**src/rtl/wisc_pkg.sv**
```systemverilog
// Shared WISC-S15 definitions: opcode encodings (also used by Control_Logic)
// and the instruction fetch FSM state type.
package wisc_pkg;

  localparam int OPC_W = 4;

  localparam logic [OPC_W-1:0] OPC_ADD  = 4'b0000;
  localparam logic [OPC_W-1:0] OPC_SUB  = 4'b0001;
  localparam logic [OPC_W-1:0] OPC_NAND = 4'b0010;
  localparam logic [OPC_W-1:0] OPC_XOR  = 4'b0011;
  localparam logic [OPC_W-1:0] OPC_INC  = 4'b0100;
  localparam logic [OPC_W-1:0] OPC_SRA  = 4'b0101;
  localparam logic [OPC_W-1:0] OPC_SRL  = 4'b0110;
  localparam logic [OPC_W-1:0] OPC_SLL  = 4'b0111;
  localparam logic [OPC_W-1:0] OPC_LW   = 4'b1000;
  localparam logic [OPC_W-1:0] OPC_SW   = 4'b1001;
  localparam logic [OPC_W-1:0] OPC_LHB  = 4'b1010;
  localparam logic [OPC_W-1:0] OPC_LLB  = 4'b1011;
  localparam logic [OPC_W-1:0] OPC_B    = 4'b1100;
  localparam logic [OPC_W-1:0] OPC_CALL = 4'b1101;
  localparam logic [OPC_W-1:0] OPC_RET  = 4'b1110;
  localparam logic [OPC_W-1:0] OPC_ERR  = 4'b1111;

  typedef enum logic [2:0] {
    IDLE  = 3'd0,
    REQ   = 3'd1,
    WAIT  = 3'd2,
    FULL  = 3'd3,
    DRAIN = 3'd4,
    HALT  = 3'd5
  } fetch_state_t;

endpackage

```
**src/rtl/instr_fetch_unit.sv**
```systemverilog
// WISC-S15 fetch front end: owns the PC, issues single-outstanding imem reads
// and holds one instruction for decode. Define WISC_FETCH_HALT_ON_ERR_EN to stop on ERR.
//
// state | meaning
// IDLE  | first cycle after reset, no request
// REQ   | imem_rd_en asserted for address pc
// WAIT  | request outstanding, waiting for imem_rvalid
// FULL  | instruction held for decode until stall drops
// DRAIN | response owed to a redirected request, data discarded
// HALT  | ERR opcode held, fetch stopped until redirect
module instr_fetch_unit
  import wisc_pkg::*;
#(
  parameter int                ADDR_W   = 16,
  parameter int                INSTR_W  = 16,
  parameter logic [ADDR_W-1:0] RESET_PC = '0
) (
  input  logic               clk,
  input  logic               rst,
  output logic [ADDR_W-1:0]  imem_addr,
  output logic               imem_rd_en,
  input  logic [INSTR_W-1:0] imem_rdata,
  input  logic               imem_rvalid,
  input  logic               redirect,
  input  logic [ADDR_W-1:0]  redirect_pc,
  input  logic               stall,
  output logic [INSTR_W-1:0] instr,
  output logic [OPC_W-1:0]   opcode,
  output logic [ADDR_W-1:0]  pc_plus1,
  output logic               instr_valid,
  output logic               halted
);

  fetch_state_t      state, state_next;
  logic [ADDR_W-1:0] pc;
  logic              fetch_err;

`ifdef WISC_FETCH_HALT_ON_ERR_EN
  assign fetch_err = (imem_rdata[INSTR_W-1 -: OPC_W] == OPC_ERR);
  assign halted    = (state == HALT);
`else
  assign fetch_err = 1'b0;
  assign halted    = 1'b0;
`endif

  assign imem_rd_en = (state == REQ);
  assign imem_addr  = pc;
  assign opcode     = instr[INSTR_W-1 -: OPC_W];

  always_ff @(posedge clk or posedge rst) begin
    if (rst) state <= IDLE;
    else     state <= state_next;
  end

  // Redirect wins everywhere; a redirected request still owes a response, hence DRAIN.
  always_comb begin
    state_next = state;
    case (state)
      IDLE:  state_next = REQ;
      REQ:   state_next = redirect ? DRAIN : WAIT;
      WAIT: begin
        if (imem_rvalid) begin
          if (redirect)       state_next = REQ;
          else if (fetch_err) state_next = HALT;
          else                state_next = FULL;
        end else if (redirect) begin
          state_next = DRAIN;
        end
      end
      FULL:  if (redirect || !stall) state_next = REQ;
      DRAIN: if (imem_rvalid) state_next = REQ;
      HALT:  if (redirect) state_next = REQ;
      default: state_next = IDLE;
    endcase
  end

  always_ff @(posedge clk or posedge rst) begin
    if (rst) begin
      pc          <= RESET_PC;
      instr       <= '0;
      pc_plus1    <= '0;
      instr_valid <= 1'b0;
    end else if (redirect) begin
      pc          <= redirect_pc;
      instr_valid <= 1'b0;
    end else if (state == WAIT && imem_rvalid) begin
      instr       <= imem_rdata;
      pc_plus1    <= pc + ADDR_W'(1);
      pc          <= pc + ADDR_W'(1);
      instr_valid <= 1'b1;
    end else if (state == FULL && !stall) begin
      instr_valid <= 1'b0;
    end
  end

endmodule

```
**config.mk**
```make
export PLATFORM = sky130hd
export DESIGN_NAME = instr_fetch_unit
export DESIGN_NICKNAME = d
export VERILOG_FILES = /design/src/rtl/wisc_pkg.sv /design/src/rtl/instr_fetch_unit.sv
export SDC_FILE = /design/constraint.sdc
export NUM_CORES = 1
export LEC_CHECK = 0
export CAP_MARGIN = 20
export CORE_MARGIN = 2
export CORE_UTILIZATION = 45
export CTS_CLUSTER_SIZE = 20
export DETAILED_ROUTE_END_ITERATION = 10
export PLACE_DENSITY_LB_ADDON = 0.25
export SYNTH_ARGS = -nofsm -noshare
export SYNTH_HDL_FRONTEND = slang
export SYNTH_SLANG_ARGS = --single-unit
```
**constraint.sdc**
```tcl
create_clock -name clk -period 2.1 [get_ports clk]
set_input_delay 0.42 -clock clk [delete_from_list [all_inputs] [get_ports clk]]
set_output_delay 0.42 -clock clk [all_outputs]
set_load 0.01 [all_outputs]
```
==> results.txt, run 1 <==
The flow ran to the end, and the final reports show no timing, DRC or antenna violations. The total number of yosys warnings came out at 0. The global-route wire length before repair came out at 9.79 mm. In the layout the commonest cells are sky130_fd_sc_hd__clkdlybuf4s50_1 (90), sky130_fd_sc_hd__dfrtp_1 (52), sky130_fd_sc_hd__nor2_1 (23).

The largest net degree at the start of global routing came out at between 50 and 60. The number of antenna violations at the first check in global routing came out at 0. The remaining antenna violation count after routing came out at 0. The area added between synthesis and finish is 39.6%.

The area used by multi-input combinational logic came out at about 0.0012 mm^2. The number of gates given a new drive strength after cts came out at 0. For this block, the routed nets add up to 5.89 mm of wire. The floorplan row count is 27. The sequential-to-total area share from yosys stat is 0.497.

The hold slack came out at 0.463 ns. The static leakage power is 1.43 nW. The slowest cell on the critical path is sky130_fd_sc_hd__clkdlybuf4s50_1. Data on the critical path arrives at its endpoint at 1.58 ns. The required time at the worst-slack endpoint came out at 1.68 ns.

After detailed routing, the number of remaining DRC violations is 0. The die outline height is 80.3 um. The number of antenna cells inserted came out at 0. The total routing resource utilization after global routing is 0.196.

The final global-route overflow total came out at 0. The pre-antenna-repair detailed-routing pass consisted of 4 iterations. The chip width is roughly 80 um. No sink is reached through more buffers than the 2 on the longest clock path. The worst flop-to-flop path startpoint is imem_addr[0]$_DFFE_PP0P_. The logic depth of the worst register-to-register path is 5. Buffers inserted during clock tree synthesis total 5. The cell area after synthesis came out at 0.00262 mm^2.

The post-detailed-route via-to-cell ratio came out at 5.12. TritonCTS built the clock tree. The worst setup path is of the reg -> out kind.

The floorplan core area is 0.00557 mm^2. The congestion estimate from routability-driven global placement came to 0.863. The number of hold buffers added after CTS was 0. The initial cell density of the core is 0.470. The final critical-path required period is 2.00 ns. Setup repair after global routing left no endpoint under its margin. The footprint of the flip-flops and latches is between 0.001 and 0.0015 mm^2.

STA classifies the critical path endpoint as an output port. The number of pins exceeding their max-slew limit in the final report came out at 0. The number of DRC violations after detailed-routing iteration 0 came out at 142. The net total in the final layout is 370.

After detailed routing, the average wire length per cell comes to 14.5 um. The fraction of registers with async set/reset came out at 1.00. In the synthesized netlist the dominant register cell turns out to be sky130_fd_sc_hd__dfrtp_1. The CTS sink count is 52. The number of primary I/O pins is 92. The average footprint of a synthesized cell is 10.6 um^2.

The fill cell total of the finished layout is 467. In this run, synthesis inferred 0 flip-flops with an integrated enable. The commonest non-fill, non-tap cell in the layout is sky130_fd_sc_hd__clkdlybuf4s50_1. The maximum vdd ir drop came out at ~0.57 mV. The number of nets in the synthesized netlist came out at 286. The largest total area in the synthesized netlist belongs to sky130_fd_sc_hd__dfrtp_1. In the finished design, the share of the clock period the worst path needs comes to 0.953. The worst setup path is launched from a flip-flop. Post-CTS timing repair inserted 0 buffers for setup. The cell count after synthesis came out at 248. The number of I/O port buffers came out at 90. After synthesis the netlist holds a flip-flop and latch count of 52. The number of maximum-capacitance constraint violations came out at 0. Yosys attributes the largest share of cell area to sky130_fd_sc_hd__dfrtp_1 (50%), sky130_fd_sc_hd__mux2_2 (7.3%), sky130_fd_sc_hd__xnor2_1 (7.0%), sky130_fd_sc_hd__nor2_1 (3.3%), sky130_fd_sc_hd__a21oi_1 (2.9%).

Power spread over the standard cell area amounts to 1060 mW/mm^2. The critical path goes through nor3b_2 -> clkdlybuf4s50_1. The number of endpoints with negative hold slack in the final report came to 0. The overall via count from detail_route is 2074. The number of failing setup endpoints in the final timing report is 0. The area share of the largest cell type after synthesis came out at 0.497. The later pin in the worst-skew pair is clocked with a latency of 0.30 ns. After clock tree synthesis, the clock-pin slew on the worst setup and hold paths is roughly 0.090 ns. The number of H-tree levels is 2. In this run the worst path has a maximum fanout of 8. The worst slack at placement is -0.00233 ns. For this run, the slowest stage of the critical path takes 0.57 ns. Derived from the worst setup path, the maximum achievable clock frequency is roughly 0.50 GHz. The detailed-placement wirelength estimate came out at 4.21 mm. The worst-case register-to-register setup slack came out at roughly 0.3 ns.

The via count of the first global-routing pass came out at 1967. In the post-route analysis, the smallest setup slack over all paths is 0.0977 ns. The final clock skew came out at 0.00664 ns. The full die area is around 0.0064 mm^2. CTS placed an instance of sky130_fd_sc_hd__clkbuf_8 at the clock tree root.

The share of post-route cells with drive strength above 1 came out at 0.132. The worst register-to-register path ends at pc_plus1[14]$_DFFE_PP0P_. The path class of the tightest hold or removal check is in -> async. The number of different library cells used by synthesis comes to 41.
-- cells by family (layout without fill, tap and decap cells) --
group	Yosys count	after routing	share of synthesized area
AOI/OAI and AO/OA	38	38	0.0826
xor gates and xnor gates	25	25	0.0836
adders and majority gates	1	1	0.00477
buffers and inverters	25	110	0.0568
DFF	52	52	0.497
muxes	22	22	0.0922
other	1	1	0.00143
and+or+nand+nor	84	84	0.182
-- stage by stage --
stage | util | total power [mW] | setup TNS, ns | instances | cell area, um^2
3_5_place_dp | 0.639 | 3.31 | -0.00233 | 397 | 3560
3_3_place_gp | 0.639 | 3.27 | 0 | 397 | 3560
5_1_grt | 0.656 | 4.12 | 0 | 405 | 3660
2_1_floorplan | - | 2.41 | 0 | 248 | 2620
4_1_cts | 0.655 | 3.89 | 0 | 405 | 3650
6_report | 0.656 | 3.86 | 0 | 405 | 3660
-- routing by layer --
metal / wire length, um / GRT usage / vias up
met5: 0 / 0 / -
met4: 63 / 0.0542 / 0
met3: 345 / 0.0449 / 6
met2: 2800 / 0.299 / 67
met1: 2680 / 0.279 / 990
li1: - / - / 1011
-- Yosys cell counts, types with 2 or more instances --
cell type	count
sky130_fd_sc_hd__buf_4	6
sky130_fd_sc_hd__clkbuf_2	3
sky130_fd_sc_hd__inv_1	4
sky130_fd_sc_hd__nor4_1	4
sky130_fd_sc_hd__nor4_2	3
sky130_fd_sc_hd__dfrtp_1	52
sky130_fd_sc_hd__nor2b_1	5
sky130_fd_sc_hd__a22oi_1	5
sky130_fd_sc_hd__nor2_1	23
sky130_fd_sc_hd__o21ai_1	2
sky130_fd_sc_hd__o21ai_0	12
sky130_fd_sc_hd__clkbuf_1	3
sky130_fd_sc_hd__mux2_2	17
sky130_fd_sc_hd__xnor2_1	21
sky130_fd_sc_hd__nand2_1	20
sky130_fd_sc_hd__a21oi_1	15
sky130_fd_sc_hd__nand3_1	4
sky130_fd_sc_hd__mux2i_1	5
sky130_fd_sc_hd__xor2_1	4
sky130_fd_sc_hd__buf_6	3
sky130_fd_sc_hd__nor3_1	12
sky130_fd_sc_hd__nand3_2	2
sky130_fd_sc_hd__buf_2	5
-- how the worst max path moves through the flow --
stage	startpoint	end	slack [ns]	depth (start not counted)
2_1_floorplan	rst	imem_addr[0]$_DFFE_PP0P_	0.42	1
3_3_place_gp	imem_rvalid	imem_addr[15]$_DFFE_PP0P_	0.06	7
3_5_place_dp	imem_rvalid	imem_addr[15]$_DFFE_PP0P_	-0.002	7
4_1_cts	state[2]$_DFFE_PP0P_	imem_rd_en	0.03	2
5_1_grt	state[2]$_DFFE_PP0P_	imem_rd_en	0.04	2
6_report	state[1]$_DFFE_PP0P_	imem_rd_en	0.1	2
-- area by class of cell --
cell class | instances | area share
repair buffers | 98 | 0.270
inverters | 4 | 0.00411
flip-flops and latches | 52 | 0.356
clock buffers | 8 | 0.0246
well taps | 72 | 0.0246
multi-input cells | 171 | 0.321
-- state kept, by name, indices dropped and copies added (netlist names) --
signal,cells
state,3
pc_plus1,16
imem_addr,16
instr,16
instr_valid,1
-- report_power, final --
| group | internal (mW) | switching [mW] | total, mW | leakage, nW |
|---|---|---|---|---|
| Clock | 0.269 | 0.311 | 0.580 | 0.0455 |
| Combinational | 1.02 | 0.620 | 1.64 | 0.754 |
| Sequential | 1.36 | 0.286 | 1.64 | 0.635 |
| Total | 2.64 | 1.22 | 3.86 | 1.43 |
-- critical path, delay by kind of cell, from the launching register on --
kind	cells	cell delay, ns
buffers and inverters	1	0.57
flip-flops	1	0.48
AND/OR/NAND/NOR	1	0.24
Note: power is estimated with default switching activity, not from simulation.
==> inputs of run 2 (changes only) <==
--- a/config.mk
+++ b/config.mk
@@ -8,7 +8,6 @@
 export CAP_MARGIN = 20
 export CORE_MARGIN = 2
 export CORE_UTILIZATION = 45
-export CTS_CLUSTER_SIZE = 20
 export DETAILED_ROUTE_END_ITERATION = 10
 export PLACE_DENSITY_LB_ADDON = 0.25
 export SYNTH_ARGS = -nofsm -noshare
==> results of run 2 <==
The final DEF is identical to that of run 1; final timing and power are the same.
